$ cat src/rtl/fir_pkg.sv
// Shared types and helpers for the complex FIR MAC engine.
package fir_pkg;

    typedef enum logic [1:0] {
        ST_LOAD  = 2'd0,
        ST_READY = 2'd1,
        ST_MAC   = 2'd2,
        ST_DONE  = 2'd3
    } fir_state_e;

    // Elaboration-time ceiling log2. Any value <= 1 returns 0.
    function automatic int clog2(input int value);
        int result;
        int v;
        result = 0;
        v      = value - 1;
        while (v > 0) begin
            result = result + 1;
            v      = v >>> 1;
        end
        return result;
    endfunction

endpackage

$ cat src/rtl/complex_fir_mac_if.sv
// Coefficient stream, sample handshake and result bus of the complex FIR MAC.
interface complex_fir_mac_if #(
    parameter int TAPS        = 16,
    parameter int DATA_WIDTH  = 24,
    parameter int COEFF_WIDTH = 8
) ();
    localparam int ACC_WIDTH = DATA_WIDTH + COEFF_WIDTH + 1 + fir_pkg::clog2(TAPS);

    logic                          coeffLoadStart;
    logic                          coeffValid;
    logic signed [COEFF_WIDTH-1:0] coeffInRe;
    logic signed [COEFF_WIDTH-1:0] coeffInIm;
    logic                          flushData;
    logic                          inValid;
    logic                          inReady;
    logic signed [DATA_WIDTH-1:0]  dataInRe;
    logic signed [DATA_WIDTH-1:0]  dataInIm;
    logic                          outValid;
    logic signed [ACC_WIDTH-1:0]   dataOutRe;
    logic signed [ACC_WIDTH-1:0]   dataOutIm;
    logic                          busy;

    modport master (
        output coeffLoadStart, coeffValid, coeffInRe, coeffInIm,
        output flushData, inValid, dataInRe, dataInIm,
        input  inReady, outValid, dataOutRe, dataOutIm, busy
    );

    modport slave (
        input  coeffLoadStart, coeffValid, coeffInRe, coeffInIm,
        input  flushData, inValid, dataInRe, dataInIm,
        output inReady, outValid, dataOutRe, dataOutIm, busy
    );

endinterface

$ cat src/rtl/complex_mac.sv
// Combinational complex multiply x*h (or x*conj(h)), exact at DATA_WIDTH+COEFF_WIDTH+1 bits.
module complex_mac #(
    parameter int DATA_WIDTH  = 24,
    parameter int COEFF_WIDTH = 8,
    parameter int CONJ_MODE   = 0
) (
    input  logic signed [DATA_WIDTH-1:0]          x_re,
    input  logic signed [DATA_WIDTH-1:0]          x_im,
    input  logic signed [COEFF_WIDTH-1:0]         h_re,
    input  logic signed [COEFF_WIDTH-1:0]         h_im,
    output logic signed [DATA_WIDTH+COEFF_WIDTH:0] prod_re,
    output logic signed [DATA_WIDTH+COEFF_WIDTH:0] prod_im
);
    localparam int PW = DATA_WIDTH + COEFF_WIDTH + 1;

    logic signed [PW-1:0] xr;
    logic signed [PW-1:0] xi;
    logic signed [PW-1:0] hr;
    logic signed [PW-1:0] hi_ext;
    logic signed [PW-1:0] hi;

    assign xr     = {{(PW-DATA_WIDTH){x_re[DATA_WIDTH-1]}}, x_re};
    assign xi     = {{(PW-DATA_WIDTH){x_im[DATA_WIDTH-1]}}, x_im};
    assign hr     = {{(PW-COEFF_WIDTH){h_re[COEFF_WIDTH-1]}}, h_re};
    assign hi_ext = {{(PW-COEFF_WIDTH){h_im[COEFF_WIDTH-1]}}, h_im};

    // Negate after widening so the most negative coefficient does not wrap.
    assign hi = (CONJ_MODE != 0) ? -hi_ext : hi_ext;

    assign prod_re = xr * hr - xi * hi;
    assign prod_im = xr * hi + xi * hr;

endmodule

$ cat src/rtl/complex_fir_mac.sv
// Complex FIR: loads TAPS coefficients, then one complex MAC per cycle per accepted sample.
//  state    | meaning
//  ST_LOAD  | collecting TAPS coefficient words, h[0] first
//  ST_READY | idle, accepts a sample or a delay-line flush
//  ST_MAC   | one tap per cycle, TAPS cycles
//  ST_DONE  | register accumulator to the output, pulse outValid
module complex_fir_mac
    import fir_pkg::*;
#(
    parameter int TAPS        = 16,
    parameter int DATA_WIDTH  = 24,
    parameter int COEFF_WIDTH = 8,
    parameter int CONJ_MODE   = 0
) (
    input logic              clock,
    input logic              resetN,
    complex_fir_mac_if.slave bus
);
    localparam int ACC_WIDTH  = DATA_WIDTH + COEFF_WIDTH + 1 + clog2(TAPS);
    localparam int PROD_WIDTH = DATA_WIDTH + COEFF_WIDTH + 1;
    localparam int CNT_W      = clog2(TAPS);
    localparam logic [CNT_W-1:0] LAST_IDX = CNT_W'(TAPS - 1);

    fir_state_e state;
    fir_state_e state_nxt;

    logic [CNT_W-1:0] coeff_cnt;
    logic [CNT_W-1:0] tap_idx;

    logic signed [COEFF_WIDTH-1:0] h_re [TAPS];
    logic signed [COEFF_WIDTH-1:0] h_im [TAPS];
    logic signed [DATA_WIDTH-1:0]  x_re [TAPS];
    logic signed [DATA_WIDTH-1:0]  x_im [TAPS];

    logic signed [ACC_WIDTH-1:0]  acc_re;
    logic signed [ACC_WIDTH-1:0]  acc_im;
    logic signed [ACC_WIDTH-1:0]  out_re;
    logic signed [ACC_WIDTH-1:0]  out_im;
    logic                         out_valid;
    logic signed [PROD_WIDTH-1:0] prod_re;
    logic signed [PROD_WIDTH-1:0] prod_im;

    logic cnt_clr;
    logic coeff_wr;
    logic accept;
    logic flush;
    logic mac_en;
    logic out_load;
    logic illegal;

    always_ff @(posedge clock or negedge resetN) begin
        if (!resetN) begin
            state <= ST_LOAD;
        end else begin
            state <= state_nxt;
        end
    end

    always_comb begin
        state_nxt = state;
        cnt_clr   = 1'b0;
        coeff_wr  = 1'b0;
        accept    = 1'b0;
        flush     = 1'b0;
        mac_en    = 1'b0;
        out_load  = 1'b0;
        illegal   = 1'b0;

        case (state)
            ST_LOAD: begin
                if (bus.coeffValid) begin
                    coeff_wr = 1'b1;
                    if (coeff_cnt == LAST_IDX) begin
                        state_nxt = ST_READY;
                    end
                end
            end
            ST_READY: begin
                if (bus.inValid) begin
                    accept    = 1'b1;
                    state_nxt = ST_MAC;
                end else if (bus.flushData) begin
                    flush = 1'b1;
                end
            end
            ST_MAC: begin
                mac_en = 1'b1;
                if (tap_idx == LAST_IDX) begin
                    state_nxt = ST_DONE;
                end
            end
            ST_DONE: begin
                out_load  = 1'b1;
                state_nxt = ST_READY;
            end
            default: begin
                illegal   = 1'b1;
                state_nxt = ST_READY;
            end
        endcase

        // A reload overrides everything except the result already being emitted in DONE.
        if (bus.coeffLoadStart) begin
            state_nxt = ST_LOAD;
            cnt_clr   = 1'b1;
            coeff_wr  = 1'b0;
            accept    = 1'b0;
            flush     = 1'b0;
            mac_en    = 1'b0;
        end
    end

    always_ff @(posedge clock or negedge resetN) begin
        if (!resetN) begin
            coeff_cnt <= '0;
            for (int i = 0; i < TAPS; i++) begin
                h_re[i] <= '0;
                h_im[i] <= '0;
            end
        end else begin
            if (cnt_clr) begin
                coeff_cnt <= '0;
            end else if (coeff_wr) begin
                coeff_cnt <= (coeff_cnt == LAST_IDX) ? '0 : coeff_cnt + 1'b1;
            end
            if (coeff_wr) begin
                h_re[coeff_cnt] <= bus.coeffInRe;
                h_im[coeff_cnt] <= bus.coeffInIm;
            end
        end
    end

    always_ff @(posedge clock or negedge resetN) begin
        if (!resetN) begin
            tap_idx   <= '0;
            acc_re    <= '0;
            acc_im    <= '0;
            out_re    <= '0;
            out_im    <= '0;
            out_valid <= 1'b0;
            for (int i = 0; i < TAPS; i++) begin
                x_re[i] <= '0;
                x_im[i] <= '0;
            end
        end else if (illegal) begin
            tap_idx   <= '0;
            acc_re    <= '0;
            acc_im    <= '0;
            out_re    <= '0;
            out_im    <= '0;
            out_valid <= 1'b0;
            for (int i = 0; i < TAPS; i++) begin
                x_re[i] <= '0;
                x_im[i] <= '0;
            end
        end else begin
            out_valid <= out_load;
            if (accept) begin
                for (int i = TAPS - 1; i > 0; i--) begin
                    x_re[i] <= x_re[i-1];
                    x_im[i] <= x_im[i-1];
                end
                x_re[0] <= bus.dataInRe;
                x_im[0] <= bus.dataInIm;
                acc_re  <= '0;
                acc_im  <= '0;
                tap_idx <= '0;
            end else if (flush) begin
                for (int i = 0; i < TAPS; i++) begin
                    x_re[i] <= '0;
                    x_im[i] <= '0;
                end
            end
            if (mac_en) begin
                acc_re  <= acc_re + {{(ACC_WIDTH-PROD_WIDTH){prod_re[PROD_WIDTH-1]}}, prod_re};
                acc_im  <= acc_im + {{(ACC_WIDTH-PROD_WIDTH){prod_im[PROD_WIDTH-1]}}, prod_im};
                tap_idx <= (tap_idx == LAST_IDX) ? '0 : tap_idx + 1'b1;
            end
            if (out_load) begin
                out_re <= acc_re;
                out_im <= acc_im;
            end
        end
    end

    complex_mac #(
        .DATA_WIDTH (DATA_WIDTH),
        .COEFF_WIDTH(COEFF_WIDTH),
        .CONJ_MODE  (CONJ_MODE)
    ) u_complex_mac (
        .x_re   (x_re[tap_idx]),
        .x_im   (x_im[tap_idx]),
        .h_re   (h_re[tap_idx]),
        .h_im   (h_im[tap_idx]),
        .prod_re(prod_re),
        .prod_im(prod_im)
    );

    assign bus.inReady   = (state == ST_READY) && !bus.coeffLoadStart;
    assign bus.busy      = (state != ST_READY);
    assign bus.outValid  = out_valid;
    assign bus.dataOutRe = out_re;
    assign bus.dataOutIm = out_im;

endmodule

$ cat src/flat_wrapper.sv
// flat-port wrapper written by rule: the top's interface ports become plain ports
module complex_fir_mac_flat import fir_pkg::*;
#(
    parameter int TAPS        = 16,
    parameter int DATA_WIDTH  = 24,
    parameter int COEFF_WIDTH = 8,
    parameter int CONJ_MODE   = 0
)
  (clock, resetN, bus_coeffLoadStart, bus_coeffValid, bus_coeffInRe, bus_coeffInIm, bus_flushData, bus_inValid, bus_dataInRe, bus_dataInIm, bus_inReady, bus_outValid, bus_dataOutRe, bus_dataOutIm, bus_busy);
  complex_fir_mac_if #(.TAPS(TAPS), .DATA_WIDTH(DATA_WIDTH), .COEFF_WIDTH(COEFF_WIDTH)) bus_i ();
  input logic clock;
  input logic resetN;
  input wire logic [$bits(bus_i.coeffLoadStart)-1:0] bus_coeffLoadStart;
  input wire logic [$bits(bus_i.coeffValid)-1:0] bus_coeffValid;
  input wire logic [$bits(bus_i.coeffInRe)-1:0] bus_coeffInRe;
  input wire logic [$bits(bus_i.coeffInIm)-1:0] bus_coeffInIm;
  input wire logic [$bits(bus_i.flushData)-1:0] bus_flushData;
  input wire logic [$bits(bus_i.inValid)-1:0] bus_inValid;
  input wire logic [$bits(bus_i.dataInRe)-1:0] bus_dataInRe;
  input wire logic [$bits(bus_i.dataInIm)-1:0] bus_dataInIm;
  output wire logic [$bits(bus_i.inReady)-1:0] bus_inReady;
  output wire logic [$bits(bus_i.outValid)-1:0] bus_outValid;
  output wire logic [$bits(bus_i.dataOutRe)-1:0] bus_dataOutRe;
  output wire logic [$bits(bus_i.dataOutIm)-1:0] bus_dataOutIm;
  output wire logic [$bits(bus_i.busy)-1:0] bus_busy;
  assign bus_i.coeffLoadStart = bus_coeffLoadStart;
  assign bus_i.coeffValid = bus_coeffValid;
  assign bus_i.coeffInRe = bus_coeffInRe;
  assign bus_i.coeffInIm = bus_coeffInIm;
  assign bus_i.flushData = bus_flushData;
  assign bus_i.inValid = bus_inValid;
  assign bus_i.dataInRe = bus_dataInRe;
  assign bus_i.dataInIm = bus_dataInIm;
  assign bus_inReady = bus_i.inReady;
  assign bus_outValid = bus_i.outValid;
  assign bus_dataOutRe = bus_i.dataOutRe;
  assign bus_dataOutIm = bus_i.dataOutIm;
  assign bus_busy = bus_i.busy;
  complex_fir_mac #(.TAPS(TAPS), .DATA_WIDTH(DATA_WIDTH), .COEFF_WIDTH(COEFF_WIDTH), .CONJ_MODE(CONJ_MODE)) u_core (.clock(clock), .resetN(resetN), .bus(bus_i));
endmodule
$ cat config.mk
export PLATFORM = sky130hd
export DESIGN_NAME = complex_fir_mac_flat
export DESIGN_NICKNAME = d
export VERILOG_FILES = /design/src/rtl/fir_pkg.sv /design/src/rtl/complex_fir_mac_if.sv /design/src/rtl/complex_mac.sv /design/src/rtl/complex_fir_mac.sv /design/src/flat_wrapper.sv
export SDC_FILE = /design/constraint.sdc
export NUM_CORES = 2
export LEC_CHECK = 0
export ABC_CLOCK_PERIOD_IN_PS = 13300
export BUFFER_PORTS_ARGS = -buffer_cell sky130_fd_sc_hd__buf_2
export CAP_MARGIN = 20
export CORE_MARGIN = 1
export CORE_UTILIZATION = 30
export DETAILED_ROUTE_END_ITERATION = 12
export PLACE_DENSITY = 0.52
export SKIP_CTS_REPAIR_TIMING = 1
export SLEW_MARGIN = 20
export SYNTH_ARGS = -nofsm -noshare
export SYNTH_HDL_FRONTEND = slang
export SYNTH_HIERARCHICAL = 1
export SYNTH_SLANG_ARGS = --single-unit
$ cat constraint.sdc
create_clock -name clock -period 13.3 [get_ports clock]
set_input_delay 1.33 -clock clock [delete_from_list [all_inputs] [get_ports clock]]
set_output_delay 1.33 -clock clock [all_outputs]
set_load 0.01 [all_outputs]
## Yosys cells after proc, flatten, opt, wreduce, memory -nomap -nowiden

Index checks and enable logic that the tools add are counted.

| cells by class | value |
|---|---|
| add/subtract/negate cells | 6 |
| reductions and logical operators | 8 |
| $mul | 4 |
| order comparisons | 3 |
| muxes and demuxes | 48 |
| bitwise logic cells | 2 |
| eq/ne operators | 10 |

Operator list:

| cell | number |
|---|---|
| $mux W384 | 3 |
| $bwmux W128 | 2 |
| $bmux W24 S4 | 2 |
| $mul A24 B8 Y32 | 4 |
| $mux W37 | 3 |
| $mux W24 | 4 |
| $add A37 B37 Y37 | 2 |
| $bmux W8 S4 | 2 |
| $mux W8 | 5 |
| $add A32 B32 Y33 | 1 |
| $sub A32 B32 Y33 | 1 |
| $demux W8 S4 | 1 |
| $mux W4 | 6 |
| $mux W1 | 14 |
| $ge A5 B5 Y1 const B | 2 |
| $mux W2 | 5 |
| $not A4 Y5 | 2 |
| $add A4 B1 Y4 const B | 2 |
| $eq A4 B4 Y1 const B | 2 |
| $pmux W2 S4 | 1 |
| $ne A3 B2 Y1 const B | 2 |
| $ne A3 B3 Y1 const B | 2 |
| $reduce_bool A2 Y1 | 3 |
| $lt A5 B1 Y1 const B | 1 |
| other kinds (7) | 9 |

| word-level totals | value |
|---|---|
| input bits | 70 |
| logic and storage cells | 153 |
| register bits after elaboration | 1183 |
| output and inout port bits | 77 |

## Logic depth before layout (Yosys ltp)

| depth | value |
|---|---|
| depth after elaboration | 8 |
| mapped depth | 39 |
| gate-level depth less buffers | 34 |

## Modules after synthesis

Netlist, hierarchy kept.

By module, submodules not included:

| module | times used | sequential area each (um^2) | cells each | area each (um^2) |
|---|---|---|---|---|
| complex_fir_mac | 1 | 29603.4 | 3666 | 53324.9 |
| complex_mac | 1 | 0.0 | 3039 | 26814.5 |

## Least setup slack after synthesis

OpenSTA, ideal clock, no wires.

| timing path | value |
|---|---|
| path kind | reg2reg |
| start | reg u_core.tap_idx[0] |
| end | reg u_core.acc_re[36] |
| period minus slack after synthesis | 10.166 ns |
| arrival time | 10.098 ns |
| buffers on the path | 6 |
| data required time | 13.231 ns |
| setup time | 0.069 ns |
| stages on the path, launching flop included | 38 |
| path slack | 3.134 ns |
| path through | dfrtp_1 clkbuf_1 clkbuf_1 buf_1 mux4_2 mux4_2 inv_1 clkbuf_1 buf_1 nor2_1 fa_1 inv_1 fa_1 fa_1 inv_1 fa_1 fa_1 inv_1 [2 not listed] ha_1 or3_1 a311o_1 a211o_1 a31o_1 a41oi_1 xnor2_1 ha_1 clkbuf_2 nand4_1 or3_1 a21oi_1 o21ai_1 o31a_1 o41ai_2 xnor2_1 or3_1 nand3_1 |

| on the way | value |
|---|---|
| word-level cells in the longest chain between the ends | 8 |
| elaborated cells on any way between the ends | 18 |
| those cells by class | 2 x add/sub; 2 x mul; 13 x mux; 1 x bitwise |

Ends and longest elaborated chain:

| item | line | text |
|---|---|---|
| start: declaration | complex_fir_mac.sv:28 | `logic [CNT_W-1:0] tap_idx;` |
| start signal: assignment | complex_fir_mac.sv:177 | `tap_idx <= (tap_idx == LAST_IDX) ? '0 : tap_idx + 1'b1;` |
| $not A4 Y5 (not written as such) (*) | n/a |  |
| $bmux W24 S4 (tied with other cells) | complex_fir_mac.sv:191 | `.x_re (x_re[tap_idx]),` |
| $mux W24 (not written as such) (tied with other cells) (2 in a row) | complex_fir_mac.sv:191 |  |
| $mul A24 B8 Y32 | complex_mac.sv:30 | `assign prod_re = xr * hr - xi * hi;` |
| $sub A32 B32 Y33 (*) | complex_mac.sv:30 |  |
| via u_core.prod_re[16] | complex_fir_mac.sv:40 | `logic signed [PROD_WIDTH-1:0] prod_re;` |
| $add A37 B37 Y37 (*) | complex_fir_mac.sv:175 | `acc_re <= acc_re + {{(ACC_WIDTH-PROD_WIDTH){prod_re[PROD_WIDTH-1]}}, prod_re};` |
| $mux W37 (*) | complex_fir_mac.sv:174 | `if (mac_en) begin` |
| end signal: assignment | complex_fir_mac.sv:175 |  |
| end: declaration | complex_fir_mac.sv:35 | `logic signed [ACC_WIDTH-1:0] acc_re;` |

Mark *: on every way through the listed nets, which the timed path passes. The rest lies on a longest branch. The select of a mux whose other input is x is not followed.
A chain may end at the register's enable or synchronous reset.

## Final worst setup path

Ends and elaborated chain as after synthesis.

==> results by group <==
Floorplanning
  – Die H: 518.8 µm
  – Die area: ~270,000 µm²
  – I/O pins: 147
  – Initial core utilization: 0.3020
  – Core ar.: 265,300 µm²
  – Die W: 518.8 µm
  – Std cell rows: 189

STA
  – Tcrit/Tclk final: 0.8415
  – RSZ-0062 raised after global routing: false
  – Clock Skew: 0.08441 ns
  – Crit path time final: between 10 and 15 ns
  – Worst slew pin tran: between 1 and 1.5 ns
  – Setup tns final: 0 ns
  – FMAX: 89.35 MHz
  – Slew margin rel.: 0.2785
  – Final hold vios: 0
  – Slew Viols, Final: 0
  – Worst hold slack: 0.4514 ns
  – Setup violators final: 0

Worst setup path
  – Max incr delay on CP: approximately 1.0 ns
  – CP max stage cell: dfrtp_4
  – CP Depth: 30
  – CP endpoint kind: register
  – CP Buf/Inv Count: 4
  – Most frequent CP cell: fa_1
  – WP data required: 14.03 ns
  – Worst Reg-to-Reg Cells: 30
  – Crit path DAT: ~12 ns
  – Delay-heaviest family, CP: adder cells
  – CP Max Fanout: 39
  – Critical path launch point type: register
  – Critical path class: reg2reg

Clock tree
  – CTS root buf: clkbuf_16
  – Number of buffers created by CTS: between 100 and 150
  – # clock sinks: approximately 1,200
  – Clk pin slew, worst setup/hold paths: approximately 0.060 ns
  – Clock latency on the worst-skew pair: 0.83 ns
  – CTS H-tree lvls: 4
  – CTS tree: done
  – Clk buf depth: 4

Place
  – DP HPWL: 138,500 µm
  – I/O Buffers: 146
  – RePlAce Congestion: 0.8708

Synth
  – Post-synth ARST share: 1.000
  – Top_reg_cell synth: dfrtp_1
  – Syn nets: 7,776
  – Post-synthesis cell type count: 79
  – Cell Area, Synth: 80,140 µm²
  – Instance count of the mapped netlist: 6,705
  – Flop and latch count out of synthesis: 1,183
  – EDFF count, synth: 0
  – Mean Syn Cell Area: 11.95 µm²
  – Seq/Total Area, Yosys: 0.3694
  – Ys Warns: 6

Final layout
  – Fraction of layout cells with a size suffix above 1: 0.1659
  – Nets: 7,691
  – Commonest non-fill, non-tap cells in the layout: dfrtp_1, inv_1, a22o_1
  – Area grow syn2layout: 10.88%
  – Layout fillers: 26,351
  – Commonest non-fill, non-tap cell in the layout: dfrtp_1

Route
  – First-pass DRT Iterations: 11
  – DRC viols: 12
  – Wire length per cell: 19.89 µm
  – Starting DRT DRC Count: roughly 3,700
  – Via count: a little over 50,000
  – Antenna viol nets, final: 0
  – Total wire length: 203,800 µm
  – Vias per cell: 5.037

Flow run
  – MaxCap Viol Count: 0

Run status
  – Status: finished, violations left
  – Failing checks: DRC

GRT
  – GRT Total Usage: 0.1520
  – First-pass GRT wire length: roughly 320,000 µm
  – Vias in the first global route: 54,808
  – Initial antenna violation count: 25
  – Largest net degree at the start of global routing: between 200 and 250
  – Grt total ovfl: 0

Hold path
  – Min-delay worst type: in2async
## registers in the layout (all words and copies together) (netlist names)
register / cells
u_core/x_re: 384
u_core/bus.outValid: 1
u_core/tap_idx: 4
u_core/acc_re: 37
u_core/state: 2
u_core/coeff_cnt: 4
u_core/h_re: 128
u_core/x_im: 384
u_core/bus.dataOutRe: 37
u_core/h_im: 128
u_core/bus.dataOutIm: 37
u_core/acc_im: 37
## synth_stat cells (8+ instances only)
cell,number,area [µm²]
dfrtp_1,1183,29600
o211ai_1,10,75.07
o21a_1,12,90.09
xnor2_1,90,788.3
mux2_2,331,3727
a22o_1,773,6770
a21o_1,77,578.1
a211oi_1,8,60.06
and2_1,319,1996
a31oi_1,12,75.07
clkbuf_1,412,1546
fa_1,729,14590
o31ai_1,9,67.56
o21ai_0,132,660.6
nand4_1,14,87.58
a21oi_1,132,660.6
xor2_1,54,473.0
mux4_2,320,7207
nor2_1,137,514.2
nor2b_1,19,118.9
nand3_1,57,285.3
and3_1,12,75.07
nor3_1,15,75.07
nand2b_1,55,344.1
inv_1,866,3251
nand2_1,499,1873
ha_1,272,3403
buf_1,36,135.1
## layout make-up
type                       count  area [µm²]  area share
timing repair buffer         227        1582     0.01780
sequential                  1183       29620      0.3333
clock buffer                 194        4018     0.04521
antenna                        3       7.507  0.00008449
clock inverter                38       357.8    0.004027
multi-input combinational   4202       45600      0.5132
tap                         3533        4420     0.04975
inverter                     866        3251     0.03658
## through the flow
step                utilization  instance area (µm²)  std cells  setup slack, ns
finish                   0.3349                88860      10246            2.107
global route             0.3349                88850      10244            1.566
CTS                      0.3347                88790      10241            2.039
detailed placement       0.3182                84420      10009            2.037
global placement         0.3182                84420      10009            2.019
floorplan                     -                80140       6705            3.134
## worst paths after layout
check | startpoint | endpoint | slack, ns
min reg2reg | u_core/x_im[163] | u_core/x_im[139] | 0.47
max reg2reg | u_core/tap_idx[0] | u_core/acc_re[36] | 2.11
max in group asynchronous | resetN | u_core/h_re[12] | 9.55
min in group clock | u_core/x_im[163] | u_core/x_im[139] | 0.47
min | resetN | u_core/bus.dataOutRe[13] | 0.45
max | u_core/tap_idx[0] | u_core/acc_re[36] | 2.11
## kinds of logic after synthesis
kind of cell | synth area share
muxes | 0.1366
DFF | 0.3694
buffers and inverters | 0.06208
and+or+nand+nor | 0.06982
AOI/OAI and AO/OA | 0.1218
xor gates and xnor gates | 0.01574
adders and majority gates | 0.2246
## layer usage
| layer | global-route usage | vias up | routed length, µm |
|---|---|---|---|
| met5 | 0 | - | 108 |
| met3 | 0.02717 | 259 | 10520 |
| met4 | 0.03471 | 20 | 4005 |
| met2 | 0.2454 | 1099 | 96420 |
| li1 | - | 22804 | - |
| met1 | 0.2115 | 27431 | 92710 |
Power is not shown: default switching activity piles up to over one toggle a cycle in this logic, so the estimate is an artifact.
